File: src/rtl/ps2_scancode_rx_pkg.sv
// Shared PS/2 receiver definitions: FSM encoding, prefix bytes and frame geometry.
package ps2_pkg;

  typedef enum logic [1:0] {
    ST_IDLE   = 2'd0,
    ST_DATA   = 2'd1,
    ST_PARITY = 2'd2,
    ST_STOP   = 2'd3
  } ps2_state_e;

  localparam logic [7:0] PS2_PREFIX_EXT   = 8'hE0;
  localparam logic [7:0] PS2_PREFIX_BREAK = 8'hF0;
  localparam int         PS2_FRAME_BITS   = 11;
  localparam int         PS2_DATA_BITS    = PS2_FRAME_BITS - 3;

  // Odd parity over data plus parity bit means the XOR of all nine is 1.
  function automatic logic ps2_parity_ok(input logic [7:0] data, input logic par);
    return ^{data, par};
  endfunction

endpackage

File: src/rtl/ps2_scancode_rx_if.sv
// Decoded key-event bundle from the PS/2 receiver to the digit-entry stage.
interface ps2_scancode_rx_if;
  logic [7:0] KEY_CODE;
  logic       KEY_EXT;
  logic       KEY_RELEASE;
  logic       KEY_VALID;
  logic       PARITY_ERR;
  logic       FRAME_ERR;

  modport master (output KEY_CODE, KEY_EXT, KEY_RELEASE, KEY_VALID, PARITY_ERR, FRAME_ERR);
  modport slave  (input  KEY_CODE, KEY_EXT, KEY_RELEASE, KEY_VALID, PARITY_ERR, FRAME_ERR);
endinterface

File: src/rtl/ps2_line_filter.sv
// Two-flop synchronisers on PS2 clock/data, debounce on the clock line,
// and a one-cycle strobe on each falling edge of the filtered clock.
module ps2_line_filter #(
  parameter int FILTER_LEN = 8
) (
  input  logic clk,
  input  logic rst_n,
  input  logic ps2_clk_raw,
  input  logic ps2_dat_raw,
  output logic strobe,
  output logic dat_bit
);

  localparam int CW = $clog2(FILTER_LEN);

  logic          clk_meta_q, clk_meta_d, clk_sync_q, clk_sync_d;
  logic          dat_meta_q, dat_meta_d, dat_sync_q, dat_sync_d;
  logic          filt_q, filt_d;
  logic [CW-1:0] cnt_q, cnt_d;
  logic          strobe_q, strobe_d;

  always_comb begin
    clk_meta_d = ps2_clk_raw;
    clk_sync_d = clk_meta_q;
    dat_meta_d = ps2_dat_raw;
    dat_sync_d = dat_meta_q;
    filt_d     = filt_q;
    cnt_d      = '0;
    // Count consecutive samples disagreeing with the filtered level; flip on the FILTER_LEN-th.
    if (clk_sync_q != filt_q) begin
      if (cnt_q == CW'(FILTER_LEN - 1)) filt_d = clk_sync_q;
      else                              cnt_d  = cnt_q + 1'b1;
    end
    strobe_d = filt_q & ~filt_d;
  end

  always_ff @(posedge clk) begin
    if (!rst_n) begin
      clk_meta_q <= 1'b1;
      clk_sync_q <= 1'b1;
      dat_meta_q <= 1'b1;
      dat_sync_q <= 1'b1;
      filt_q     <= 1'b1;
      cnt_q      <= '0;
      strobe_q   <= 1'b0;
    end else begin
      clk_meta_q <= clk_meta_d;
      clk_sync_q <= clk_sync_d;
      dat_meta_q <= dat_meta_d;
      dat_sync_q <= dat_sync_d;
      filt_q     <= filt_d;
      cnt_q      <= cnt_d;
      strobe_q   <= strobe_d;
    end
  end

  assign strobe  = strobe_q;
  assign dat_bit = dat_sync_q;

endmodule

File: src/rtl/ps2_scancode_rx.sv
// PS/2 keyboard receiver: frames and checks bytes, folds E0/F0 prefixes into
// single make/break key events with one-cycle valid/error pulses.
module ps2_scancode_rx
  import ps2_pkg::*;
#(
  parameter int FILTER_LEN     = 8,
  parameter int TIMEOUT_CYCLES = 200000
) (
  input  logic               CLK,
  input  logic               RST_N,
  input  logic               ENABLE,
  input  logic               PS2Clk,
  input  logic               PS2Data,
  ps2_scancode_rx_if.master  key
);

  localparam int TW = $clog2(TIMEOUT_CYCLES + 1);

  logic strobe, dat_bit;

  ps2_line_filter #(.FILTER_LEN(FILTER_LEN)) u_filter (
    .clk        (CLK),
    .rst_n      (RST_N),
    .ps2_clk_raw(PS2Clk),
    .ps2_dat_raw(PS2Data),
    .strobe     (strobe),
    .dat_bit    (dat_bit)
  );

  ps2_state_e    state_q, state_d;
  logic [2:0]    bit_cnt_q, bit_cnt_d;
  logic [7:0]    byte_q, byte_d;
  logic          par_q, par_d;
  logic [TW-1:0] tmo_q, tmo_d;
  logic          ext_pend_q, ext_pend_d, brk_pend_q, brk_pend_d;
  logic [7:0]    code_q, code_d;
  logic          kext_q, kext_d, krel_q, krel_d;
  logic          kvld_q, kvld_d, perr_q, perr_d, ferr_q, ferr_d;

  always_comb begin
    state_d    = state_q;
    bit_cnt_d  = bit_cnt_q;
    byte_d     = byte_q;
    par_d      = par_q;
    tmo_d      = '0;
    ext_pend_d = ext_pend_q;
    brk_pend_d = brk_pend_q;
    code_d     = code_q;
    kext_d     = kext_q;
    krel_d     = krel_q;
    kvld_d     = 1'b0;
    perr_d     = 1'b0;
    ferr_d     = 1'b0;

    if (!ENABLE) begin
      state_d    = ST_IDLE;
      ext_pend_d = 1'b0;
      brk_pend_d = 1'b0;
    end else if (strobe) begin
      case (state_q)
        ST_IDLE: begin
          if (!dat_bit) begin
            state_d   = ST_DATA;
            bit_cnt_d = '0;
          end
        end
        ST_DATA: begin
          byte_d    = {dat_bit, byte_q[7:1]};
          bit_cnt_d = bit_cnt_q + 3'd1;
          if (bit_cnt_q == 3'(PS2_DATA_BITS - 1)) state_d = ST_PARITY;
        end
        ST_PARITY: begin
          par_d   = dat_bit;
          state_d = ST_STOP;
        end
        ST_STOP: begin
          state_d = ST_IDLE;
          if (!dat_bit || !ps2_parity_ok(byte_q, par_q)) begin
            ferr_d     = ~dat_bit;
            perr_d     = dat_bit;
            ext_pend_d = 1'b0;
            brk_pend_d = 1'b0;
          end else if (byte_q == PS2_PREFIX_EXT) begin
            ext_pend_d = 1'b1;
          end else if (byte_q == PS2_PREFIX_BREAK) begin
            brk_pend_d = 1'b1;
          end else begin
            code_d     = byte_q;
            kext_d     = ext_pend_q;
            krel_d     = brk_pend_q;
            kvld_d     = 1'b1;
            ext_pend_d = 1'b0;
            brk_pend_d = 1'b0;
          end
        end
        default: state_d = ST_IDLE;
      endcase
    end else if (state_q != ST_IDLE) begin
      // Keyboard stalled mid-frame: abandon it once the idle budget is spent.
      if (tmo_q == TW'(TIMEOUT_CYCLES - 1)) begin
        ferr_d     = 1'b1;
        state_d    = ST_IDLE;
        ext_pend_d = 1'b0;
        brk_pend_d = 1'b0;
      end else begin
        tmo_d = tmo_q + 1'b1;
      end
    end
  end

  always_ff @(posedge CLK) begin
    if (!RST_N) begin
      state_q    <= ST_IDLE;
      bit_cnt_q  <= '0;
      byte_q     <= '0;
      par_q      <= 1'b0;
      tmo_q      <= '0;
      ext_pend_q <= 1'b0;
      brk_pend_q <= 1'b0;
      code_q     <= '0;
      kext_q     <= 1'b0;
      krel_q     <= 1'b0;
      kvld_q     <= 1'b0;
      perr_q     <= 1'b0;
      ferr_q     <= 1'b0;
    end else begin
      state_q    <= state_d;
      bit_cnt_q  <= bit_cnt_d;
      byte_q     <= byte_d;
      par_q      <= par_d;
      tmo_q      <= tmo_d;
      ext_pend_q <= ext_pend_d;
      brk_pend_q <= brk_pend_d;
      code_q     <= code_d;
      kext_q     <= kext_d;
      krel_q     <= krel_d;
      kvld_q     <= kvld_d;
      perr_q     <= perr_d;
      ferr_q     <= ferr_d;
    end
  end

  assign key.KEY_CODE    = code_q;
  assign key.KEY_EXT     = kext_q;
  assign key.KEY_RELEASE = krel_q;
  assign key.KEY_VALID   = kvld_q;
  assign key.PARITY_ERR  = perr_q;
  assign key.FRAME_ERR   = ferr_q;

endmodule

File: src/flat_wrapper.sv
// flat-port wrapper written by rule: the top's interface ports become plain ports
module ps2_scancode_rx_flat import ps2_pkg::*;
#(
  parameter int FILTER_LEN     = 8,
  parameter int TIMEOUT_CYCLES = 200000
)
  (CLK, RST_N, ENABLE, PS2Clk, PS2Data, key_KEY_CODE, key_KEY_EXT, key_KEY_RELEASE, key_KEY_VALID, key_PARITY_ERR, key_FRAME_ERR);
  ps2_scancode_rx_if key_i ();
  input  logic CLK;
  input  logic RST_N;
  input  logic ENABLE;
  input  logic PS2Clk;
  input  logic PS2Data;
  output wire logic [$bits(key_i.KEY_CODE)-1:0] key_KEY_CODE;
  output wire logic [$bits(key_i.KEY_EXT)-1:0] key_KEY_EXT;
  output wire logic [$bits(key_i.KEY_RELEASE)-1:0] key_KEY_RELEASE;
  output wire logic [$bits(key_i.KEY_VALID)-1:0] key_KEY_VALID;
  output wire logic [$bits(key_i.PARITY_ERR)-1:0] key_PARITY_ERR;
  output wire logic [$bits(key_i.FRAME_ERR)-1:0] key_FRAME_ERR;
  assign key_KEY_CODE = key_i.KEY_CODE;
  assign key_KEY_EXT = key_i.KEY_EXT;
  assign key_KEY_RELEASE = key_i.KEY_RELEASE;
  assign key_KEY_VALID = key_i.KEY_VALID;
  assign key_PARITY_ERR = key_i.PARITY_ERR;
  assign key_FRAME_ERR = key_i.FRAME_ERR;
  ps2_scancode_rx #(.FILTER_LEN(FILTER_LEN), .TIMEOUT_CYCLES(TIMEOUT_CYCLES)) u_core (.CLK(CLK), .RST_N(RST_N), .ENABLE(ENABLE), .PS2Clk(PS2Clk), .PS2Data(PS2Data), .key(key_i));
endmodule
File: config.mk
export PLATFORM = sky130hd
export DESIGN_NAME = ps2_scancode_rx_flat
export DESIGN_NICKNAME = d
export VERILOG_FILES = /design/src/rtl/ps2_scancode_rx_pkg.sv /design/src/rtl/ps2_scancode_rx_if.sv /design/src/rtl/ps2_line_filter.sv /design/src/rtl/ps2_scancode_rx.sv /design/src/flat_wrapper.sv
export SDC_FILE = /design/constraint.sdc
export NUM_CORES = 1
export LEC_CHECK = 0
export CAP_MARGIN = 10
export CORE_ASPECT_RATIO = 2
export CORE_MARGIN = 2
export CORE_UTILIZATION = 54
export DETAILED_ROUTE_END_ITERATION = 10
export PLACE_DENSITY = 0.73
export SETUP_SLACK_MARGIN = 0.2
export SLEW_MARGIN = 20
export SYNTH_ARGS = -nofsm -noshare
export SYNTH_HDL_FRONTEND = slang
export SYNTH_SLANG_ARGS = --single-unit
File: constraint.sdc
create_clock -name CLK -period 5.26 [get_ports CLK]
set_input_delay 1.052 -clock CLK [delete_from_list [all_inputs] [get_ports CLK]]
set_output_delay 1.052 -clock CLK [all_outputs]
set_load 0.005 [all_outputs]
==> run metrics, run 1 <==
post-route cell area=2750 µm²; Detail Route Antenna Nets=0; Worst EP required=5.51 ns; first-pass GRT wire length=7480 µm; fraction of the mapped netlist area in simple logic gates=25.6%; Sink Count=56; Tcrit/Tclk final=53.1%; Final GP Congestion=0.748; Distinct cells, synth=36; Die Y-Extent=99.6 µm; PostCTS Resize Cnt=0; 1st-iter DRT viols=26; hold path depth=1; Synth Flop Type=dfxtp_1; routed via count=1799; top cell type's share of synthesized area=45.4%; outcome=finished clean; Post-Route WL=4250 µm; Final setup viols=0; diodes inserted=0; Sum Neg Setup Slack=0 ns; clk_lat worst skew=0.31 ns; clock-pin slew of the registers on the worst-case setup and hold paths=0.10 ns; Final nets=295; Die W=51.8 µm; row count=34; IO Pins=18; largest net degree at the start of global routing=45; DRC violation count after routing=0; Worst-Margin Slew=0.716 ns; adder-cell share of the synthesized area=4.56%; TritonRoute pass-1 iters=4; CTS Buf Count=5; number of flops mapped to enable cells by yosys=0; port bufs=17; Longest Clk Path Bufs=2; CP Capture Type=flip-flop; minimum clock period=2.79 ns; unrepaired setup endpoints after global routing=false; HPWL after DPL=3150 µm; Synth Area in XOR/XNOR=9.28%; area leader, netlist=dfxtp_1; proportion of synthesized area in mux cells=5.73%; Setup Fix Bufs, Post-CTS=0; hold_buf cts=0; min-delay src=u_core.u_filter.dat_meta_q; Synth Register Bits=56; core area=4380 µm²; reg2reg path depth=5; maximum fanout along the worst path=44; H-tree depth=2; vias per cell=5.35; effective utilization at floorplan=56.3%; slew margin rel.=51.6%; Tot Pwr=677 µW; CP Launch Type=input pin; Critical-path top delay cell=or4_1; cell family with most CP delay=simple AND/OR/NAND/NOR gates; All-Layer GR Usage=18.9%; Die ar.=5160 µm²; Mapped Cells=269; RR Endpoint=u_core.key.KEY_CODE[5]; crit-path cells=clkdlybuf4s50_1 > buf_4 > nand2_1 > or4_1 > nor2_1; final hold vios=0; worst IR drop on VDD=0.238 mV; Layout Skew=0.00759 ns; WS Path Type=in2reg; CTS tree=yes; R2R Setup Slk=3.11 ns; Avg Cell Area, Syn=9.17 µm²; Synth Area in Compound Gates=5.98%; RR Startpoint=u_core.byte_q[5]; gr ovfl total=0; largest family of logic cells by synthesized area=simple AND/OR/NAND/NOR gates; f_max=358 MHz; CP Launch Point=RST_N; Slew Viols, Final=0; Mapped Nets=283; YS warnings=0; register area share after synthesis=45.4%; worst path buffer plus inverter count=2; Hold Crit Endpoint=u_core.u_filter.dat_bit; Area after DPL=2650 µm²; DR WL/cell=12.6 µm; layout cells sized above 1=4.96%; vias in the first global route=1779; Synth-to-Final Area Change=11.6%; CP max stage delay=0.80 ns; ys async rst share=0%; Hold WC Path Type=reg2reg; leakage power=0.000959 µW; max-capacitance violation count=0; crit path DAT=3.04 ns; initial antenna violation count=0; CTS root buffer=clkbuf_8; mapped cell area=2470 µm²; Pwr Density=246 nW/µm²; largest cells by area after synthesis=dfxtp_1 45%, nand2_1 6.8%, mux2i_1 5.3%
## flip-flops by register name, indices dropped and copies added (netlist names)
| signal | count |
|---|---|
| u_core.u_filter.dat_bit | 1 |
| u_core.byte_q | 8 |
| u_core.u_filter.dat_meta_q | 1 |
| u_core.key.KEY_EXT | 1 |
| u_core.key.FRAME_ERR | 1 |
| u_core.par_q | 1 |
| u_core.key.PARITY_ERR | 1 |
| u_core.bit_cnt_q | 3 |
| u_core.u_filter.strobe | 1 |
| u_core.key.KEY_VALID | 1 |
| u_core.u_filter.filt_q | 1 |
| u_core.u_filter.cnt_q | 3 |
| u_core.u_filter.clk_sync_q | 1 |
| u_core.brk_pend_q | 1 |
| u_core.key.KEY_CODE | 8 |
| u_core.state_q | 2 |
| u_core.tmo_q | 18 |
| u_core.ext_pend_q | 1 |
| u_core.u_filter.clk_meta_q | 1 |
| u_core.key.KEY_RELEASE | 1 |
## cell usage in the layout, fill, tap and decap left out, drive strengths merged, types with 2 or more instances in the layout
master,instances
nor4,3
nor3b,3
nand3,15
xor2,11
clkdlybuf4s50,17
xnor3,2
nor2,21
xnor2,10
and3,8
clkinvlp,2
inv,7
o21ai,2
or2,2
and4,3
a21oi,5
a22o,2
nor2b,7
nand2b,4
nand2,45
clkbuf,5
nand4,5
mux2i,13
and2,4
a21boi,8
ha,9
dfxtp,56
a22oi,2
## how the worst max path moves through the flow
stage	to	slack, ns	cells after the start
2_1_floorplan	u_core.tmo_q[12]	2.92	6
3_3_place_gp	u_core.key.KEY_EXT	2.13	4
3_5_place_dp	u_core.key.KEY_CODE[5]	2.07	4
4_1_cts	u_core.key.KEY_CODE[0]	2.41	4
5_1_grt	u_core.tmo_q[11]	2.31	5
6_report	u_core.tmo_q[15]	2.47	5
## kinds of logic (layout without fill, tap and decap cells)
logic type,count (synthesis),in the layout
AO/OA/AOI/OAI,21,21
XOR/XNOR,23,23
adder cells (fa/ha/maj),9,9
buffers and inverters,20,33
flip-flops,56,56
multiplexers,14,14
AND/OR/NAND/NOR,126,126
## per-stage QoR
step / instances / worst slack, ns / hold slack [ns] / util (%)
final: 336 / 2.47 / 0.419 / 62.8
after global routing: 336 / 2.31 / 0.433 / 62.8
after CTS: 336 / 2.41 / 0.432 / 62.7
after detailed placement: 328 / 2.07 / 0.405 / 60.6
after global placement: 328 / 2.13 / 0.389 / 60.6
after floorplan: 269 / 2.92 / 0.386 / -
## area by class of cell
cell class	count	area [µm²]
fill	385	1630
multi-input combinational	193	1270
sequential	56	1120
timing repair buffer	18	178
clock buffer	5	68.8
tap	54	67.6
inverter	7	26.3
clock inverter	3	23.8
## worst reg2reg max path, stage by stage (launching register included)
cell	delay (ns)
dfxtp_1	0.43
xor2_1	0.16
xnor3_1	0.46
xnor2_1	0.19
a211oi_4	0.59
mux2i_1	0.27
## Yosys cell counts (4+ instances only)
cell	n
a21boi_0	8
a21oi_1	5
and2_1	4
and3_1	8
clkbuf_1	10
dfxtp_1	56
ha_1	9
inv_1	7
mux2i_1	13
nand2_1	45
nand2b_1	4
nand3_1	15
nand4_1	5
nor2_1	21
nor2b_1	7
xnor2_1	10
xor2_1	11
## report_power, final
group | switching, µW | internal [µW] | total, µW | leakage, µW
clock network | 143 | 94.6 | 238 | 0.0000404
registers | 1.20 | 425 | 426 | 0.000452
logic | 6.91 | 5.96 | 12.9 | 0.000466
## routing by layer
metal | track usage [%] | part of all wire (%)
met4 | 8.70 | 1.7
met5 | 0 | 0
met3 | 3.75 | 2.1
met1 | 18.8 | 41
met2 | 35.6 | 56
Note: power is estimated with default switching activity, not from simulation.
==> inputs of run 2 (changes only) <==
==> constraint.sdc (replaced) <==
create_clock -name CLK -period 2.8 [get_ports CLK]
set_input_delay 0.56 -clock CLK [delete_from_list [all_inputs] [get_ports CLK]]
set_output_delay 0.56 -clock CLK [all_outputs]
set_load 0.005 [all_outputs]
==> run 2 against run 1 <==
Effect of this change:
- cell area is 0.55% higher
- first-iteration DRC count down 58%
- critical path depth shrank 1
- wire length up 1.4%
- critical path type unchanged
- critical endpoint is now u_core.tmo_q[9]
==> run metrics, run 2 (synthesis results as in run 1) <==
Pwr Density=453 nW/µm² (was 246 nW/µm²); Worst EP required=3.03 ns (was 5.51 ns); CTS tree=yes (unchanged); CP Capture Type=flip-flop (unchanged); DR WL/cell=12.7 µm (was 12.6 µm); RR Endpoint=u_core.tmo_q[15] (was u_core.key.KEY_CODE[5]); Setup Fix Bufs, Post-CTS=0 (unchanged); Critical-path top delay cell=or4_1 (unchanged); worst IR drop on VDD=0.364 mV (was 0.238 mV); port bufs=17 (unchanged); cell family with most CP delay=simple AND/OR/NAND/NOR gates (unchanged); min-delay src=u_core.u_filter.dat_meta_q (unchanged); Slew Viols, Final=0 (unchanged); final hold vios=0 (unchanged); RR Startpoint=u_core.tmo_q[7] (was u_core.byte_q[5]); # fillers=397 (was 385); unrepaired setup endpoints after global routing=false (unchanged); HPWL after DPL=3210 µm (was 3150 µm); Die W=51.8 µm (unchanged); 1st-iter DRT viols=11 (was 26); effective utilization at floorplan=56.3% (unchanged); leakage power=0.000978 µW (was 0.000959 µW); PostCTS Resize Cnt=0 (unchanged); core area=4380 µm² (unchanged); layout cells sized above 1=5.59% (was 4.96%); Comb pwr share=2.2% (was 1.9%); max-capacitance violation count=0 (unchanged); Hold WC Path Type=reg2reg (unchanged); TritonRoute pass-1 iters=3 (was 4); commonest non-fill, non-tap cell in the layout=dfxtp_1 (unchanged); DRC violation count after routing=0 (unchanged); initial antenna violation count=0 (unchanged); CTS root buffer=clkbuf_8 (unchanged); IO Pins=18 (unchanged); WS Path Type=in2reg (unchanged); Final nets=299 (was 295); worst path buffer plus inverter count=1 (was 2); vias in the first global route=1792 (was 1779); Layout Skew=0.0112 ns (was 0.00759 ns); R2R Setup Slk=0.87 ns (was 3.11 ns); Longest Clk Path Bufs=2 (unchanged); first-pass GRT wire length=7830 µm (was 7480 µm); vias per cell=5.29 (was 5.35); Internal=991 µW (was 526 µW); maximum fanout along the worst path=17 (was 44); largest net degree at the start of global routing=22 (was 45); Final setup viols=0 (unchanged); Tot Pwr=1250 µW (was 677 µW); P_sw=263 µW (was 152 µW); f_max=460 MHz; All-Layer GR Usage=19.6% (was 18.9%); Hold Crit Endpoint=u_core.u_filter.dat_bit (unchanged); Sum Neg Setup Slack=0 ns (unchanged); Biggest register=u_core.tmo_q (unchanged); clock-pin slew of the registers on the worst-case setup and hold paths=0.09 ns (was 0.10 ns); gr ovfl total=0 (unchanged); crit path DAT=2.40 ns (was 3.04 ns); Final GP Congestion=0.837 (was 0.748); clk_lat worst skew=0.30 ns (was 0.31 ns); Tcrit/Tclk final=77.6%; most frequent cells in the layout=56 x dfxtp_1, 45 x nand2_1, 21 x nor2_1 (unchanged); outcome=finished clean (unchanged); CTS Buf Count=5 (unchanged); Clk pwr share=34.0% (was 35.1%); crit-path cells=clkdlybuf4s50_1 > nand2_1 > or4_1 > nor2_1 (was clkdlybuf4s50_1 > buf_4 > nand2_1 > or4_1 > nor2_1); minimum clock period=2.17 ns; Die Y-Extent=99.6 µm (unchanged); number of flip-flops in the largest register=18 (unchanged); diodes inserted=0 (unchanged); slew margin rel.=49.4% (was 51.6%); hold_buf cts=0 (unchanged); CP max stage delay=0.80 ns (about the same); Sink Count=56 (unchanged); routed via count=1800 (was 1799); reg2reg path depth=5 (unchanged); H-tree depth=2 (unchanged); Fin Hold WS=0.412 ns (was 0.419 ns); row count=34 (unchanged); Die ar.=5160 µm² (unchanged); CP Launch Type=input pin (unchanged); Worst-Margin Slew=0.749 ns (was 0.716 ns); hold path depth=1 (unchanged); sw frac=21.0% (was 22.4%); Synth-to-Final Area Change=12.2% (was 11.6%); Detail Route Antenna Nets=0 (unchanged); Seq pwr share=63.9% (was 63.0%); Post-Route WL=4310 µm (was 4250 µm)
[run 2: how the worst max path moves through the flow]
stage,start,to,slack (ns),depth (start not counted)
6_report,ENABLE,u_core.tmo_q[9],0.63,4
5_1_grt,u_core.tmo_q[16],u_core.tmo_q[6],0.52,5
4_1_cts,ENABLE,u_core.tmo_q[1],0.63,4
3_5_place_dp,ENABLE,u_core.tmo_q[1],0.33,4
3_3_place_gp,ENABLE,u_core.tmo_q[15],0.38,4
2_1_floorplan,ENABLE,u_core.tmo_q[12],0.95,6
[run 2: area by class of cell]
type	count	area [µm²]	area share [%]
Multi-Input combinational cell	193	1260	45.5
Sequential cell	56	1120	40.5
Timing Repair Buffer	22	208	7.50
Clock buffer	7	76.3	2.76
Tap cell	54	67.6	2.44
Inverter	7	26.3	0.949
Clock inverter	1	8.76	0.316
[run 2: power by group through the flow]
stage / combinational, µW / sequential [µW] / clock (µW)
floorplan: 17.4 / 818 / 0
global placement: 26.7 / 820 / 0
detailed placement: 27.0 / 820 / 0
CTS: 27.2 / 801 / 445
global route: 29.6 / 802 / 483
finish: 27.0 / 801 / 426
[run 2: stage by stage]
stage               std cells  worst slack [ns]  util, %  area (µm²)
finish                    340             0.627     63.2        2770
global route              340             0.518     63.2        2770
floorplan                 269             0.950        -        2470
detailed placement        332             0.329     61.3        2680
CTS                       340             0.633     63.2        2770
global placement          332             0.377     61.3        2680
[run 2: routing by layer]
layer | track usage, % | vias up | routed length, µm
met5 | 0 | - | 0
met4 | 9.92 | 0 | 123
met3 | 2.70 | 10 | 61
met2 | 34.9 | 21 | 2360
met1 | 21.8 | 837 | 1760
li1 | - | 932 | -
